[src/rtl/data_mem_bridge.sv]
// MEM-stage data-memory bridge: turns core load/store requests into single-outstanding
// word transactions on a valid/ready bus and returns formatted load data.
module data_mem_bridge #(
  parameter int unsigned TIMEOUT_CYCLES = 256
) (
  input  logic        clock,
  input  logic        reset,
  input  logic [31:0] core_address,
  input  logic [31:0] core_write_data,
  input  logic        core_read_enable,
  input  logic        core_write_enable,
  input  logic [2:0]  core_format,
  output logic [31:0] core_read_data,
  output logic        core_request_successful,
  output logic        core_data_available,
  output logic        bus_req_valid,
  input  logic        bus_req_ready,
  output logic        bus_req_write,
  output logic [31:0] bus_req_addr,
  output logic [31:0] bus_req_wdata,
  output logic [3:0]  bus_req_strobe,
  input  logic        bus_resp_valid,
  input  logic [31:0] bus_resp_rdata,
  output logic        access_error
);

  localparam int unsigned CW = (TIMEOUT_CYCLES > 1) ? $clog2(TIMEOUT_CYCLES) : 1;
  localparam bit TIMEOUT_ON = (TIMEOUT_CYCLES != 0);
  localparam logic [CW-1:0] LAST = CW'(TIMEOUT_CYCLES - 1);

  typedef enum logic [1:0] {IDLE, REQ, RESP} state_t;

  state_t        state;
  logic [CW-1:0] count;
  logic [2:0]    fmt_q;
  logic [1:0]    lane_q;

  logic        request;
  logic        legal;
  logic        timeout_hit;
  logic [3:0]  strobe_next;
  logic [31:0] wdata_next;
  logic [31:0] shifted;
  logic [31:0] load_data;

  assign request = core_read_enable | core_write_enable;

  always_comb begin
    legal = 1'b0;
    case (core_format)
      3'b000, 3'b100: legal = 1'b1;
      3'b001, 3'b101: legal = ~core_address[0];
      3'b010:         legal = (core_address[1:0] == 2'b00);
      default:        legal = 1'b0;
    endcase
  end

  always_comb begin
    strobe_next = 4'b1111;
    wdata_next  = core_write_data;
    case (core_format[1:0])
      2'b00: begin
        strobe_next = 4'b0001 << core_address[1:0];
        wdata_next  = {4{core_write_data[7:0]}};
      end
      2'b01: begin
        strobe_next = core_address[1] ? 4'b1100 : 4'b0011;
        wdata_next  = {2{core_write_data[15:0]}};
      end
      default: begin
        strobe_next = 4'b1111;
        wdata_next  = core_write_data;
      end
    endcase
  end

  // Halfword accesses are 2-byte aligned, so shifting by the full lane also selects the half.
  assign shifted = bus_resp_rdata >> {lane_q, 3'b000};

  always_comb begin
    load_data = bus_resp_rdata;
    case (fmt_q[1:0])
      2'b00:   load_data = {{24{shifted[7] & ~fmt_q[2]}}, shifted[7:0]};
      2'b01:   load_data = {{16{shifted[15] & ~fmt_q[2]}}, shifted[15:0]};
      default: load_data = bus_resp_rdata;
    endcase
  end

  assign timeout_hit = TIMEOUT_ON && (state == REQ || state == RESP) && (count == LAST);

  // Completion handshakes are combinational so the datapath can advance in the same cycle.
  always_comb begin
    core_read_data          = '0;
    core_request_successful = 1'b0;
    core_data_available     = 1'b0;
    access_error            = 1'b0;
    if (!reset) begin
      case (state)
        IDLE: begin
          if (request && !legal) begin
            access_error = 1'b1;
            if (core_read_enable) core_data_available = 1'b1;
            else                  core_request_successful = 1'b1;
          end
        end
        REQ: begin
          if (bus_req_ready) begin
            if (bus_req_write) core_request_successful = 1'b1;
          end else if (timeout_hit) begin
            access_error = 1'b1;
            if (bus_req_write) begin
              core_request_successful = 1'b1;
            end else begin
              core_data_available = 1'b1;
              core_read_data      = 32'hDEADBEEF;
            end
          end
        end
        RESP: begin
          if (bus_resp_valid) begin
            core_data_available = 1'b1;
            core_read_data      = load_data;
          end else if (timeout_hit) begin
            access_error        = 1'b1;
            core_data_available = 1'b1;
            core_read_data      = 32'hDEADBEEF;
          end
        end
        default: ;
      endcase
    end
  end

  always_ff @(posedge clock or posedge reset) begin
    if (reset) begin
      state          <= IDLE;
      count          <= '0;
      fmt_q          <= '0;
      lane_q         <= '0;
      bus_req_valid  <= 1'b0;
      bus_req_write  <= 1'b0;
      bus_req_addr   <= '0;
      bus_req_wdata  <= '0;
      bus_req_strobe <= '0;
    end else begin
      case (state)
        IDLE: begin
          if (request && legal) begin
            state          <= REQ;
            count          <= '0;
            fmt_q          <= core_format;
            lane_q         <= core_address[1:0];
            bus_req_valid  <= 1'b1;
            bus_req_write  <= ~core_read_enable;
            bus_req_addr   <= {core_address[31:2], 2'b00};
            bus_req_wdata  <= core_read_enable ? '0 : wdata_next;
            bus_req_strobe <= core_read_enable ? '0 : strobe_next;
          end
        end
        REQ: begin
          count <= count + 1'b1;
          if (bus_req_ready) begin
            bus_req_valid <= 1'b0;
            state         <= bus_req_write ? IDLE : RESP;
          end else if (timeout_hit) begin
            bus_req_valid <= 1'b0;
            state         <= IDLE;
          end
        end
        RESP: begin
          count <= count + 1'b1;
          if (bus_resp_valid || timeout_hit) state <= IDLE;
        end
        default: begin
          bus_req_valid <= 1'b0;
          state         <= IDLE;
        end
      endcase
    end
  end

endmodule
[config.mk]
export PLATFORM = sky130hd
export DESIGN_NAME = data_mem_bridge
export DESIGN_NICKNAME = d
export VERILOG_FILES = /design/src/rtl/data_mem_bridge.sv
export SDC_FILE = /design/constraint.sdc
export NUM_CORES = 1
export LEC_CHECK = 0
export CAP_MARGIN = 20
export CORE_ASPECT_RATIO = 0.8
export CORE_UTILIZATION = 43
export CTS_CLUSTER_DIAMETER = 80
export DETAILED_ROUTE_END_ITERATION = 12
export PLACE_DENSITY = 0.91
export SYNTH_ARGS = -nofsm -noshare
export SYNTH_HDL_FRONTEND = slang
export SYNTH_SLANG_ARGS = --single-unit
[constraint.sdc]
create_clock -name clock -period 3.83 [get_ports clock]
set_input_delay 0.9575 -clock clock [delete_from_list [all_inputs] [get_ports clock]]
set_output_delay 0.9575 -clock clock [all_outputs]
set_load 0.03 [all_outputs]
==> key figures <==
Detailed routing
  – Met3 wire len: 1030 um
  – # DRC: 0
  – Wl on met1: 6720 um
  – Highest routed layer: met4
  – Via Count: between 4000 and 5000
  – Post-DRT Antenna Nets: 0
  – Detailed Route WL: approximately 15000 um
  – Metal2 WL: 7400 um
  – Drt wl/cell: 18.0 um
  – 1st-iter DRT viols: 377
  – Pre-Repair DR Iteration Count: 6
  – Vias per cell: approximately 5.6

Place
  – Placed cell count: 842
  – Final Wtd Congestion: 0.889
  – Pre-CTS setup slack: -0.317 ns
  – Dpl hpwl: 11400 um
  – I/O Buffers: 207

CTS
  – Reg clk slew, reported paths: 0.06 ns
  – CTS buffer count: 9
  – Max H-tree Level: 3
  – Hold buffers post-CTS: 0
  – Clock buffer depth: 2
  – Clk sinks: 83
  – CTS tree: built
  – Root buf cell: clkbuf_16
  – Clk Latency, worst-skew pair: 0.33 ns

Logic synthesis
  – Seq/Total Area, Yosys: about 43%
  – Largest area contributor in the netlist: dfrtp_1
  – Post-Syn Area: approximately 0.0048 mm^2
  – Number of distinct library cells after synthesis: between 50 and 60
  – Synth top area share: 42.9%
  – Number of synthesized flops with an enable pin: 0
  – YS warnings: 0
  – Seq cells post-synth: 83
  – Synthesized instance count: 494
  – Synth async-reset ratio: 100%
  – Dominant synthesized flop cell: dfrtp_1
  – Synth top area cells: dfrtp_1 43%, mux2i_1 8.5%, mux2_1 7.9%
  – Post-Synthesis Mean Instance Area: 9.80 um^2

Layout
  – Multi-input logic area: 0.00262 mm^2
  – Layout cell share with drive strength beyond 1: 13.7%
  – Nets: 820
  – Layout Cells excl Fill: 859
  – Antenna diodes: 0
  – Most frequent cells in the layout: 168 x clkdlybuf4s50_1, 83 x dfrtp_1, 65 x nand2_1
  – FF+latch area: 0.00208 mm^2
  – FILL cells: approximately 780
  – Area growth syn-to-layout: 55.2%
  – Most common cell after layout, fill and taps aside: clkdlybuf4s50_1

Floorplanning
  – Die span in y: 96.9 um
  – Core Box Area: 0.0109 mm^2
  – Die footprint: 0.0117 mm^2
  – Starting density of the core: 44.3%
  – Ports: 210
  – DIE WIDTH: around 120 um
  – Placement Rows: 34

Outcome
  – Status: finished, final reports clean

Global routing
  – GR Overflow Total: 0
  – Vias in the first global route: 4787
  – Initial antenna violation count: 0
  – Largest net degree at the start of global routing: 62
  – First-pass GRT wire length: ~25000 um
  – Total track usage: 26.5%

Setup path
  – CP max-delay cell: mux4_2
  – Top Family by Delay on Critical Path: multiplexers
  – Worst-path cell chain: dlygate4sd2_1 > mux2_4 > mux4_2 > buf_6 > a32oi_4 > nand2_1 > buf_6
  – CP endpoint kind: output pin
  – Crit path largest cell delay: 0.51 ns
  – Most used cell, CP: buf_6
  – Critical path class: in -> out
  – Startpoint type of the worst setup path: primary input
  – Worst Path Arrival: 2.78 ns
  – Bufs and invs on worst path: 3
  – Worst Path Required: ~2.9 ns
  – Crit Path Max Fanout: 5

Power and ir drop
  – P_leak: 3.25 nW
  – Worst IR Drop VDD: 0.412 mV
  – Power per cell area: 734 mW/mm^2

STA
  – Final setup fails: 0
  – Minimum clock period: ~3.7 ns
  – Max Clk Rate: 267 MHz
  – Worst setup margin: 0.0903 ns
  – Skew final: around 0.0042 ns
  – Final hold viol count: 0
  – Crit share post-route: 97.6%
  – Rel. slew slack: 38.6%
  – RSZ-0062 raised after global routing: yes
  – Count of pins over their slew limit: 0
  – Worst Tran Pin Value: around 0.92 ns

Job
  – Max_cap viols: 0

Hold path
  – Worst min path class: reg -> reg
## report_power, final
part           total, W  internal, W  switching, W  leakage (nW)
combinational   0.00309      0.00133       0.00176          2.07
clock          0.000876     0.000525      0.000350         0.138
sequential      0.00155      0.00127      0.000285          1.04
total           0.00552      0.00312       0.00240          3.25
## state kept, by name, summed over array words and instances (netlist names)
signal          count
bus_req_addr       30
bus_req_strobe      4
bus_req_valid       1
bus_req_wdata      32
bus_req_write       1
count               8
fmt_q               3
lane_q              2
state               2
## worst register-to-register path: cells and delay by family (launching register included)
family,cells,cell delay [ns]
compound gates,2,0.33
flops,1,0.39
buf+inv,2,0.68
fa+ha+maj,1,0.40
mux,1,0.44
## synth_stat cells, drive strengths merged, types with 2 or more instances
| master | number |
|---|---|
| a2bb2oi | 5 |
| nor2b | 5 |
| or3b | 4 |
| o211ai | 5 |
| nand3 | 14 |
| nand4b | 2 |
| a221oi | 7 |
| a211oi | 3 |
| ha | 5 |
| mux2 | 38 |
| or3 | 2 |
| nor2 | 32 |
| a22o | 9 |
| dfrtp | 83 |
| o21ai | 20 |
| mux2i | 41 |
| nand2 | 65 |
| nor3 | 11 |
| nor4 | 2 |
| inv | 12 |
| a22oi | 10 |
| o2bb2ai | 6 |
| clkbuf | 22 |
| o31ai | 14 |
| o221ai | 5 |
| o22ai | 12 |
| a21oi | 23 |
| nand2b | 7 |
| nand3b | 2 |
| buf | 12 |
## timing repair
action | in CTS | in global routing
setup buffers | 0 | 0
hold endpoints to repair | 0 | 0
cloned | 1 | 0
setup endpoints to repair | 15 | 3
gates resized for setup | 14 | 1
pin swaps | 3 | 0
## routing by layer
layer | GRT usage [%] | up-vias
met5 | 0 | -
met4 | 7.41 | 0
met3 | 5.07 | 31
met2 | 43.4 | 219
met1 | 35.8 | 2342
li1 | - | 2254
## cell families (layout without fill, tap and decap cells)
kind of cell	after synthesis	after routing	synth area share, %
AOI/OAI and AO/OA	126	127	18.7
xor gates and xnor gates	1	1	0.181
adders and majority gates	5	5	1.29
buffers and inverters	47	266	4.11
DFF	83	83	42.9
muxes	80	80	18.0
other	1	2	0.0774
and+or+nand+nor	151	151	14.7
## worst paths after layout
| path | startpoint | end | slack [ns] | cells after the start |
|---|---|---|---|---|
| worst min-delay path | bus_req_wdata[11]$_DFFE_PP0P_ | bus_req_wdata[11]$_DFFE_PP0P_ | 0.48 | 2 |
| worst max register to register | state[0]$_DFFE_PP0P_ | bus_req_addr[6]$_DFFE_PP0P_ | 1.46 | 6 |
| min in group asynchronous | reset | bus_req_write$_DFFE_PP0P_ | 1.28 | 3 |
| max in group asynchronous | reset | bus_req_addr[29]$_DFFE_PP0P_ | 1.87 | 4 |
| worst max-delay path | bus_resp_rdata[23] | core_read_data[19] | 0.09 | 7 |
| worst min register to register | bus_req_wdata[11]$_DFFE_PP0P_ | bus_req_wdata[11]$_DFFE_PP0P_ | 0.48 | 2 |
## cell type report
type	count	share of cell area, %
sequential	83	27.6
clock buffer	11	3.23
timing repair buffer	237	30.4
multi-input combinational	366	34.9
inverter	13	0.666
tap	144	2.40
clock inverter	5	0.816
## through the flow
stage	utilization (%)	TNS, ns	total power, W	hold slack, ns	instance area, um^2
final	68.8	0	0.00552	0.484	7520
after floorplan	-	0	0.00337	0.518	4850
after global placement	65.6	-2.19	0.00448	0.463	7170
after CTS	68.7	0	0.00551	0.486	7510
after detailed placement	65.6	-3.09	0.00459	0.472	7170
after global routing	68.8	-0.0527	0.00581	0.517	7520
Power figures use the tool's default switching activity.
